### config.mk
export PLATFORM = sky130hd
export DESIGN_NAME = mem_arbiter
export DESIGN_NICKNAME = d
export VERILOG_FILES = /design/src/rtl/mem_arbiter.sv
export SDC_FILE = /design/constraint.sdc
export NUM_CORES = 1
export LEC_CHECK = 0
export CORE_ASPECT_RATIO = 1.2
export CORE_MARGIN = 4
export CORE_UTILIZATION = 60
export DETAILED_ROUTE_END_ITERATION = 10
export DONT_BUFFER_PORTS = 1
export PLACE_DENSITY = 0.76
export REMOVE_ABC_BUFFERS = 1
export SLEW_MARGIN = 20
export SYNTH_ARGS = -nofsm -noshare
export SYNTH_HDL_FRONTEND = slang
export SYNTH_SLANG_ARGS = --single-unit
### constraint.sdc
create_clock -name clk -period 6.6 [get_ports clk]
set_clock_uncertainty 0.05 [all_clocks]
set_input_delay 1.32 -clock clk [delete_from_list [all_inputs] [get_ports clk]]
set_output_delay 1.32 -clock clk [all_outputs]
set_load 0.005 [all_outputs]
### src/rtl/mem_arbiter.sv
// mem_arbiter: shares one byte-wide RAM port between instruction fetch and load/store.
// Each request becomes a run of byte accesses. Read bytes are assembled little-endian.
// Each requester gets a one-cycle done pulse when its request completes.
//
// Parameters:
//   ADDR_W  address width of requests and mem_a
//   RD_LAT  edges from registering mem_a to sampling that byte on mem_din (1 or 2)
//
// Ports:
//   clk, rst (sync, active-low), rdy (0 freezes all state)
//   if_req/if_addr -> if_done/if_inst   fetch side, always a 4-byte read
//   ls_req/ls_we/ls_size/ls_addr/ls_wdata -> ls_done/ls_rdata   load/store side
//   mem_a/mem_dout/mem_wr (registered), mem_din   byte RAM bus
//
// Optional feature macro: MEM_ARB_ROUNDROBIN_EN
//   Defined:   simultaneous requests alternate, starting from ls.
//   Undefined: fixed ls-over-if priority.
module mem_arbiter #(
  parameter int unsigned ADDR_W = 32,
  parameter int unsigned RD_LAT = 2
) (
  input  logic              clk,
  input  logic              rst,
  input  logic              rdy,
  input  logic              if_req,
  input  logic [ADDR_W-1:0] if_addr,
  output logic              if_done,
  output logic [31:0]       if_inst,
  input  logic              ls_req,
  input  logic              ls_we,
  input  logic [1:0]        ls_size,
  input  logic [ADDR_W-1:0] ls_addr,
  input  logic [31:0]       ls_wdata,
  output logic              ls_done,
  output logic [31:0]       ls_rdata,
  output logic [ADDR_W-1:0] mem_a,
  output logic [7:0]        mem_dout,
  output logic              mem_wr,
  input  logic [7:0]        mem_din
);

  typedef enum logic [1:0] {StIdle, StRead, StWrite, StDone} state_e;

  localparam logic [3:0] Lat = 4'(RD_LAT);

  state_e            state_q, state_d;
  logic [ADDR_W-1:0] addr_q, addr_d;
  logic [2:0]        nbytes_q, nbytes_d;
  logic [31:0]       wdata_q, wdata_d;
  logic              sel_ls_q, sel_ls_d;
  logic [3:0]        cnt_q, cnt_d;
  logic [31:0]       buf_q, buf_d;
  logic [ADDR_W-1:0] mem_a_q, mem_a_d;
  logic [7:0]        mem_dout_q, mem_dout_d;
  logic              mem_wr_q, mem_wr_d;
  logic              if_done_q, if_done_d;
  logic              ls_done_q, ls_done_d;
  logic [31:0]       if_inst_q, if_inst_d;
  logic [31:0]       ls_rdata_q, ls_rdata_d;

  logic              grant_ls, grant_if;
  logic [3:0]        step;      // index of the current edge counted from the grant edge
  logic [3:0]        nb4;
  logic [1:0]        cap_idx;
  logic [1:0]        wr_idx;
  logic [2:0]        ls_nbytes;

`ifdef MEM_ARB_ROUNDROBIN_EN
  // 1 when ls received the most recent grant; reset value favours ls on the first collision.
  logic last_ls_q, last_ls_d;

  assign grant_ls = ls_req & (~if_req | ~last_ls_q);

  always_comb begin
    last_ls_d = last_ls_q;
    if (state_q == StIdle && (ls_req || if_req)) begin
      last_ls_d = grant_ls;
    end
  end

  always_ff @(posedge clk) begin
    if (!rst) begin
      last_ls_q <= 1'b0;
    end else if (rdy) begin
      last_ls_q <= last_ls_d;
    end
  end
`else
  assign grant_ls = ls_req;
`endif

  assign grant_if = if_req & ~grant_ls;

  always_comb begin
    unique case (ls_size)
      2'd0:    ls_nbytes = 3'd1;
      2'd1:    ls_nbytes = 3'd2;
      default: ls_nbytes = 3'd4;
    endcase
  end

  always_comb begin
    state_d    = state_q;
    addr_d     = addr_q;
    nbytes_d   = nbytes_q;
    wdata_d    = wdata_q;
    sel_ls_d   = sel_ls_q;
    cnt_d      = cnt_q;
    buf_d      = buf_q;
    mem_a_d    = mem_a_q;
    mem_dout_d = mem_dout_q;
    mem_wr_d   = mem_wr_q;
    if_done_d  = 1'b0;
    ls_done_d  = 1'b0;
    if_inst_d  = if_inst_q;
    ls_rdata_d = ls_rdata_q;

    step    = cnt_q + 4'd1;
    nb4     = {1'b0, nbytes_q};
    cap_idx = 2'(step - Lat);
    wr_idx  = step[1:0];

    unique case (state_q)
      StIdle: begin
        cnt_d = 4'd0;
        buf_d = 32'd0;
        if (grant_ls) begin
          addr_d   = ls_addr;
          nbytes_d = ls_nbytes;
          wdata_d  = ls_wdata;
          sel_ls_d = 1'b1;
          mem_a_d  = ls_addr;
          if (ls_we) begin
            mem_dout_d = ls_wdata[7:0];
            mem_wr_d   = 1'b1;
            state_d    = StWrite;
          end else begin
            mem_wr_d = 1'b0;
            state_d  = StRead;
          end
        end else if (grant_if) begin
          addr_d   = if_addr;
          nbytes_d = 3'd4;
          wdata_d  = 32'd0;
          sel_ls_d = 1'b0;
          mem_a_d  = if_addr;
          mem_wr_d = 1'b0;
          state_d  = StRead;
        end
      end

      StRead: begin
        cnt_d = step;
        if (step < nb4) begin
          mem_a_d = addr_q + ADDR_W'(step);
        end
        // Address issue and data capture overlap; capture trails issue by RD_LAT edges.
        if (step >= Lat) begin
          buf_d[{cap_idx, 3'b000} +: 8] = mem_din;
          if (step == nb4 - 4'd1 + Lat) begin
            if (sel_ls_q) begin
              ls_rdata_d = buf_d;
              ls_done_d  = 1'b1;
            end else begin
              if_inst_d = buf_d;
              if_done_d = 1'b1;
            end
            state_d = StDone;
          end
        end
      end

      StWrite: begin
        cnt_d = step;
        if (step < nb4) begin
          mem_a_d    = addr_q + ADDR_W'(step);
          mem_dout_d = wdata_q[{wr_idx, 3'b000} +: 8];
        end else begin
          mem_wr_d  = 1'b0;
          ls_done_d = 1'b1;
          state_d   = StDone;
        end
      end

      StDone: begin
        // One dead cycle so requesters can drop req before arbitration resumes.
        cnt_d   = 4'd0;
        state_d = StIdle;
      end

      default: state_d = StIdle;
    endcase
  end

  always_ff @(posedge clk) begin
    if (!rst) begin
      state_q    <= StIdle;
      addr_q     <= '0;
      nbytes_q   <= 3'd0;
      wdata_q    <= 32'd0;
      sel_ls_q   <= 1'b0;
      cnt_q      <= 4'd0;
      buf_q      <= 32'd0;
      mem_a_q    <= '0;
      mem_dout_q <= 8'd0;
      mem_wr_q   <= 1'b0;
      if_done_q  <= 1'b0;
      ls_done_q  <= 1'b0;
      if_inst_q  <= 32'd0;
      ls_rdata_q <= 32'd0;
    end else if (rdy) begin
      state_q    <= state_d;
      addr_q     <= addr_d;
      nbytes_q   <= nbytes_d;
      wdata_q    <= wdata_d;
      sel_ls_q   <= sel_ls_d;
      cnt_q      <= cnt_d;
      buf_q      <= buf_d;
      mem_a_q    <= mem_a_d;
      mem_dout_q <= mem_dout_d;
      mem_wr_q   <= mem_wr_d;
      if_done_q  <= if_done_d;
      ls_done_q  <= ls_done_d;
      if_inst_q  <= if_inst_d;
      ls_rdata_q <= ls_rdata_d;
    end
  end

  assign mem_a    = mem_a_q;
  assign mem_dout = mem_dout_q;
  assign mem_wr   = mem_wr_q;
  assign if_done  = if_done_q;
  assign ls_done  = ls_done_q;
  assign if_inst  = if_inst_q;
  assign ls_rdata = ls_rdata_q;

endmodule

==> results of run 1 <==
worst max-delay path: cells and delay by family, from the launching register on:
family	cells	cell delay (ns)
buffers and inverters	1	0.23
and+or+nand+nor	3	1.43
AOI/OAI and AO/OA	2	0.55
muxes	1	0.29
DFF	1	0.84
adders and majority gates	1	0.91
through the flow:
| step | utilization, % | cell area, sq um | hold WS, ns | setup slack (ns) |
|---|---|---|---|---|
| floorplan | - | 9620 | 0.375 | 1.59 |
| detailed placement | 60.8 | 9930 | 0.392 | 2.17 |
| global placement | 60.8 | 9930 | 0.383 | 2.26 |
| finish | 65.1 | 10600 | 0.401 | 2.19 |
| CTS | 65.0 | 10600 | 0.401 | 2.14 |
| global route | 65.1 | 10600 | 0.423 | 1.69 |
kinds of logic after synthesis:
kind of cell | Yosys count | synth area share (%)
compound gates | 242 | 15.4
xor+xnor | 32 | 2.94
fa+ha+maj | 18 | 2.32
buf+inv | 129 | 6.02
flops | 213 | 42.5
mux | 117 | 12.7
simple gates | 423 | 18.2
final timing paths:
path	from	endpoint	slack (ns)	cells after the start
setup reg to reg	cnt_q[0]	ls_rdata[17]	2.19	8
setup / recovery	cnt_q[0]	ls_rdata[17]	2.19	8
hold / removal	wdata_q[21]	wdata_q[21]	0.40	2
hold reg to reg	wdata_q[21]	wdata_q[21]	0.40	2
synthesized netlist by cell type (all sizes together), types with 8 or more instances:
cell	instances
nand2	242
dfxtp	213
mux2i	108
o21ai	77
nor2	71
clkbuf	62
a21oi	58
nand3	55
a211oi	47
inv	46
buf	20
xnor2	19
ha	17
xor2	13
and3	10
o211ai	10
mux4	8
nand4	8
o22ai	8
registers in the layout, summed over array words and instances, names as in the netlist:
| name | count |
|---|---|
| mem_wr | 1 |
| if_inst | 32 |
| sel_ls_q | 1 |
| addr_q | 32 |
| ls_rdata | 32 |
| ls_done | 1 |
| if_done | 1 |
| cnt_q | 4 |
| state_q | 2 |
| nbytes_q | 3 |
| mem_dout | 8 |
| wdata_q | 32 |
| mem_a | 32 |
| buf_q | 32 |
report_power, final:
| part | switching [mW] | internal [mW] |
|---|---|---|
| registers | 0.149 | 1.43 |
| clock network | 0.498 | 0.696 |
| logic | 0.578 | 0.321 |
| total | 1.22 | 2.45 |
cell type report:
cell class	instances	area [sq um]	share of cell area, %
Timing Repair Buffer	4	30.0	0.283
Sequential cell	213	4260	40.1
Tap cell	212	265	2.50
Clock buffer	35	671	6.31
Clock inverter	3	26.3	0.247
Multi-Input combinational cell	832	5190	48.9
Inverter	47	179	1.68
layer usage:
metal  track usage, %  up-vias  routed length [microns]
met1             30.4     3773                     9470
met5                0        -                        0
li1                 -     3968                        -
met4             8.69        0                      713
met2             44.0      276                    12400
met3             5.93       51                     1880
==> flow_summary.toml, run 1 <==
[cts]
cts_setup_buffers = 0
worstSkewPairLatency_ns = 0.50
cts_tree = "built"
clkSlewWorstSetupHoldPaths_ns = 0.06
cts_sinks = 213
cts_htree_levels = 1
hold_buffers = 0
cts-root-buf = "clkbuf_16"
clk_path_buf_depth = 3
cts_made_buffers = 22
ctsResizeCount = 0

[yosys]
synth_top_cell_area_share_pct = 42.5
ys_types = 62
syn_avg_cell_area_sq_um = 8.55
synth.area.top_cells = "dfxtp_1 (42%), mux2i_1 (11%), nand2_1 (9.0%), o21ai_0 (3.8%), a211oi_1 (3.4%)"
synth_cells = 1174
synth-async-reset-ratio_pct = 0
synth_ff_type = "dfxtp_1"
yosys.area.top_type = "dfxtp_1"
synth_enable_flop_cells = 0
syn_area_sq_um = 10000
ys_ff_latch = 213
ys_warn_count = 0
yosysSeqAreaShare_pct = 42.5

[floorplanning]
coreArea_sq_um = 16300
fp.dieW_microns = 126
floorplan.io_pins = 219
die_y_microns = 150
die_area_sq_um = 18900
rows = 51
initial_utilization_pct = 61.5

[power_and_ir_drop]
p_per_area_nw_per_um2 = 346
power_mw = 3.68
p_leak_nw = 3.67
ir_drop_uv = 223

[final_layout]
nNetsFinal = 1250
drive_gt1_share_pct = 5.20
final_common_cell = "nand2_1"
final_cell_mix = "nand2_1 (242), dfxtp_1 (213), mux2i_1 (108)"
fin_cells = 1346
syn2layout_area_growth_pct = 5.84
fillers = 1437
antenna_cells = 0

[grt]
grt_pass1_vias = 7729
grt_usage_pct = 25.1
antenna_found_initial = 0
grt_pass1_wl_mm = 39.5
grt_overflow = 0
grt_start_max_net_pins = 125

[timing]
setup_viol_count_final = 0
slew_headroom_pct = 33.3
tightest_slew_ns = 1.00
fmax_ghz = 0.227
finalSetupTns_ns = 0
fin_crit_ns = 4.41
slew_viol_final = 0
fin_crit_sh_pct = 66.8
hold_viol = 0
rsz0062_at_grt = "no"

[placed_design]
place_hpwl_mm = 16.6
dp.cells = 1308
portBuffers = 0
place_congestion = 0.835

[detailed_routing]
dr_total_vias = 8068
via_per_inst = 5.99
avgRoutedWirePerCell_microns = 18.2
dr.pass1.iters = 6
drtIter0Drc = 561
ant_nets = 0
drt-total-wl_mm = 24.5
drc = 0

[worst_setup_path]
cpPeakStageDelay_ns = 0.95
crit_fanout = 32
worstPathCellList = "inv_1 -> ha_1 -> nor2_1 -> nor3b_1 -> o211ai_1 -> a211oi_4 -> and4_2 -> mux2i_1"
end_kind = "flip-flop"
cp-start-kind = "flip-flop"
required_ns = 6.96
arrival_ns = 4.77
slowest_stage = "and4_2"
worstSetupPathType = "reg2reg"

[worst_hold_path]
hold_path.class = "reg2reg"

[job]
cap_viol_max_count = 0

[status]
status = "finished clean"
Power figures use the tool's default switching activity.
==> run 2, diff against run 1 <==
--- a/config.mk
+++ b/config.mk
@@ -7,7 +7,7 @@
 export LEC_CHECK = 0
 export CORE_ASPECT_RATIO = 1.2
 export CORE_MARGIN = 4
-export CORE_UTILIZATION = 60
+export CORE_UTILIZATION = 58
 export DETAILED_ROUTE_END_ITERATION = 10
 export DONT_BUFFER_PORTS = 1
 export PLACE_DENSITY = 0.76
==> constraint.sdc (replaced) <==
create_clock -name clk -period 4 [get_ports clk]
set_clock_uncertainty 0.05 [all_clocks]
set_input_delay 0.8 -clock clk [delete_from_list [all_inputs] [get_ports clk]]
set_output_delay 0.8 -clock clk [all_outputs]
set_load 0.005 [all_outputs]
==> flow_summary.toml, run 2 (same netlist as run 1, synthesis figures left out) <==
[status]
status = "finished clean"

[cts]
ctsResizeCount = 0
cts_tree = "built"
cts_made_buffers = 22
clk_path_buf_depth = 3
clkSlewWorstSetupHoldPaths_ns = 0.06
cts_sinks = 213
worstSkewPairLatency_ns = 0.50
cts-root-buf = "clkbuf_16"
hold_buffers = 0
cts_htree_levels = 1
cts_setup_buffers = 0

[worst_setup_path]
worstSetupPathType = "reg2reg"
slowest_stage = "dfxtp_1"
required_ns = 4.35
end_kind = "flip-flop"
worst-path-buf-inv = 2
arrival_ns = 3.80
cp-start-kind = "flip-flop"
worstPathCellList = "buf_4 -> nand3_1 -> xnor2_2 -> inv_1 -> ha_1 -> o21ai_0 -> nor2_1 -> nand4_1 -> o21ai_0 -> nand3_1 -> a32o_1"
crit_fanout = 10
cpPeakStageDelay_ns = 0.48
cpLargestDelayFamily = "simple AND/OR/NAND/NOR gates"

[floorplanning]
die_y_microns = 152
initial_utilization_pct = 59.4
rows = 52
die_area_sq_um = 19500
fp.dieW_microns = 128
floorplan.io_pins = 219
coreArea_sq_um = 16900

[placed_design]
portBuffers = 0
place_area_sq_um = 10000
place_congestion = 0.803
place_ws_ns = 0.599
place_hpwl_mm = 16.5

[detailed_routing]
ant_nets = 0
drt-total-wl_mm = 24.4
dr_total_vias = 7993
drtIter0Drc = 380
dr.pass1.iters = 6
via_per_inst = 5.88
avgRoutedWirePerCell_microns = 18.0
drc = 0

[worst_hold_path]
hold_path.class = "reg2reg"

[grt]
grt_pass1_wl_mm = 39.7
grt_start_max_net_pins = 125
grt_overflow = 0
antenna_found_initial = 0
grt_pass1_vias = 7767
grt_usage_pct = 24.5

[power_and_ir_drop]
p_comb_share_pct = 25.1
internal-power_mw = 4.13
p_seq_share_pct = 42.1
p_clk_share_pct = 32.8
switching_share_pct = 32.9
p_leak_nw = 3.73
total_switching_power_mw = 2.03
ir_drop_uv = 426
p_per_area_nw_per_um2 = 574

[final_layout]
final_common_cell = "nand2_1"
fillers = 1523
syn2layout_area_growth_pct = 6.86
final_core_util_pct = 63.4
drive_gt1_share_pct = 6.03
final_cell_mix = "nand2_1 (242), dfxtp_1 (213), mux2i_1 (108)"
antenna_cells = 0
nNetsFinal = 1259
design_area_sq_um = 10700

[timing]
hold_viol = 0
fmax_ghz = 0.290
finalSetupTns_ns = 0
tightest_slew_ns = 1.00
setup_viol_count_final = 0
setup_ws_ns = 0.553
rsz0062_at_grt = "no"
slew_viol_final = 0
fin_crit_ns = 3.45
slew_headroom_pct = 32.6
fin_crit_sh_pct = 86.2

[job]
cap_viol_max_count = 0
==> run 2: through the flow <==
step	power (mW)	hold slack, ns	cells
final	6.16	0.399	1360
after global routing	6.52	0.394	1360
after CTS	6.20	0.372	1360
after detailed placement	4.18	0.392	1321
after global placement	4.15	0.383	1321
after floorplan	3.73	0.375	1092
==> run 2: path summary, 6_finish.rpt <==
| path | start | end | slack [ns] | cells after the start |
|---|---|---|---|---|
| worst max-delay path | cnt_q[0] | mem_a[28] | 0.55 | 11 |
| worst min-delay path | wdata_q[3] | wdata_q[3] | 0.40 | 2 |
| worst max register to register | cnt_q[0] | mem_a[28] | 0.55 | 11 |
| worst min register to register | wdata_q[3] | wdata_q[3] | 0.40 | 2 |
==> run 2: metal layers <==
metal | wire, microns | track usage [%]
met1 | 9720 | 29.7
met2 | 12500 | 43.5
met3 | 1840 | 6.10
met4 | 394 | 5.56
met5 | 0 | 0
==> run 2: cell type report <==
type,count,area [sq um],area share (%)
timing repair buffer,13,110,1.03
sequential,213,4260,39.7
inverter,47,179,1.67
multi-input combinational,832,5190,48.4
clock inverter,5,52.6,0.490
tap,216,270,2.52
clock buffer,34,667,6.21
==> run 2: power groups by stage <==
stage                     Clock [mW]  Combinational (mW)  Sequential [mW]
final                           2.02                1.54             2.60
after global routing            2.15                1.73             2.63
after CTS                       2.06                1.54             2.60
after detailed placement           0                1.53             2.64
after global placement             0                1.51             2.64
after floorplan                    0                1.16             2.57
==> run 2: worst reg2reg max path, cell delays in order (launching register included) <==
cell     delay [ns]
dfxtp_1        0.48
buf_4          0.29
nand3_1        0.14
xnor2_2        0.31
inv_1          0.16
ha_1           0.39
o21ai_0        0.14
nor2_1         0.42
nand4_1        0.32
o21ai_0        0.25
nand3_1        0.11
a32o_1         0.28
==> run 3, diff against run 2 <==
--- a/config.mk
+++ b/config.mk
@@ -5,13 +5,14 @@
 export SDC_FILE = /design/constraint.sdc
 export NUM_CORES = 1
 export LEC_CHECK = 0
-export CORE_ASPECT_RATIO = 1.2
+export CORE_ASPECT_RATIO = 1.25
 export CORE_MARGIN = 4
 export CORE_UTILIZATION = 58
 export DETAILED_ROUTE_END_ITERATION = 10
 export DONT_BUFFER_PORTS = 1
 export PLACE_DENSITY = 0.76
 export REMOVE_ABC_BUFFERS = 1
+export SKIP_CTS_REPAIR_TIMING = 1
 export SLEW_MARGIN = 20
 export SYNTH_ARGS = -nofsm -noshare
 export SYNTH_HDL_FRONTEND = slang
==> flow_summary.toml, run 3 (same netlist as run 1, synthesis figures left out) <==
[timing]
setup_ws_ns = 0.561
finalSetupTns_ns = 0
hold_viol = 0
slew_viol_final = 0
fin_crit_sh_pct = 86.0
tightest_slew_ns = 0.997
setup_viol_count_final = 0
slew_headroom_pct = 33.0
fin_crit_ns = 3.44
timing.hold.ws_ns = 0.397
fmax_ghz = 0.291
rsz0062_at_grt = "no"

[grt]
grt_usage_pct = 24.2
grt_overflow = 0
grt_pass1_vias = 7774
grt_pass1_wl_mm = 39.5
grt_start_max_net_pins = 125
antenna_found_initial = 0

[detailed_routing]
dr.pass1.iters = 5
drc = 0
via_per_inst = 5.91
drtIter0Drc = 617
avgRoutedWirePerCell_microns = 18.0
drt-total-wl_mm = 24.6
ant_nets = 0
dr_total_vias = 8071

[placed_design]
place_congestion = 0.834
place_ws_ns = 0.623
portBuffers = 0
place_hpwl_mm = 16.6

[final_layout]
antenna_cells = 0
syn2layout_area_growth_pct = 6.75
nNetsFinal = 1259
final_cell_mix = "nand2_1 (242), dfxtp_1 (213), mux2i_1 (108)"
final_common_cell = "nand2_1"
drive_gt1_share_pct = 6.03
fillers = 1508

[floorplanning]
fp.dieW_microns = 126
die_area_sq_um = 19500
coreArea_sq_um = 16900
initial_utilization_pct = 59.4
rows = 53
die_y_microns = 155
floorplan.io_pins = 219

[power_and_ir_drop]
power_mw = 6.14
ir_drop_uv = 343
p_leak_nw = 3.72
p_per_area_nw_per_um2 = 572

[cts]
clk_path_buf_depth = 3
cts_tree = "built"
cts_htree_levels = 1
cts_sinks = 213
cts-root-buf = "clkbuf_16"
clkSlewWorstSetupHoldPaths_ns = 0.06
cts_made_buffers = 22
worstSkewPairLatency_ns = 0.50

[worst_setup_path]
r2r-start = "cnt_q[0]"
crit_fanout = 13
regToRegSetupSlack_ns = 0.56
arrival_ns = 3.77
cp-start-kind = "flip-flop"
worstSetupPathType = "reg2reg"
ff2ff_path_depth = 11
required_ns = 4.33
reg2reg_to = "mem_a[28]"
end_kind = "flip-flop"

[worst_hold_path]
hp-start = "wdata_q[19]"
holdPathStages = 2
hold_path.class = "reg2reg"
hold_end = "wdata_q[19]"

[job]
cap_viol_max_count = 0

[status]
status = "finished clean"
## run 3: how the worst max path moves through the flow
stage | start | to | slack [ns] | cells after the start
global route | cnt_q[0] | mem_a[28] | 0.36 | 11
floorplan | cnt_q[0] | if_inst[0] | -0.72 | 8
global placement | cnt_q[0] | mem_a[28] | 0.68 | 11
detailed placement | cnt_q[0] | mem_a[28] | 0.62 | 11
CTS | cnt_q[0] | mem_a[28] | 0.59 | 11
finish | cnt_q[0] | mem_a[28] | 0.56 | 11
## run 3: critical path, stage by stage (launching register included)
cell	delay [ns]
dfxtp_1	0.43
buf_4	0.28
nand3_1	0.15
xnor2_2	0.32
inv_1	0.16
ha_1	0.40
o21ai_0	0.16
nor2_1	0.41
nand4_1	0.32
o21ai_0	0.24
nand3_1	0.12
a32o_1	0.28
## run 3: cell type report
type / instances / area (sq um) / area share [%]
repair buffers: 13 / 110 / 1.03
well taps: 220 / 275 / 2.57
inverters: 47 / 179 / 1.67
flip-flops and latches: 213 / 4260 / 39.8
clock buffers: 33 / 643 / 6.00
multi-input cells: 832 / 5190 / 48.4
clock inverters: 7 / 60.1 / 0.560
## run 3: routing by layer
layer  vias up  track usage, %  wire, microns
li1       3981               -              -
met1      3762            29.3           9740
met2       282            42.3          12100
met3        46            6.04           2150
met4         0            7.44            559
met5         -               0              0
## run 3: through the flow
step	utilization, %	instance area, sq um	instances
after global placement	59.2	10000	1325
after global routing	63.4	10700	1365
final	63.4	10700	1365
after detailed placement	59.2	10000	1325
after CTS	63.4	10700	1365
after floorplan	-	9620	1092
## run 3: report_power, final
group | switching, mW | internal [mW] | total, mW
logic | 0.985 | 0.558 | 1.54
clock network | 0.821 | 1.18 | 2.00
registers | 0.230 | 2.37 | 2.60
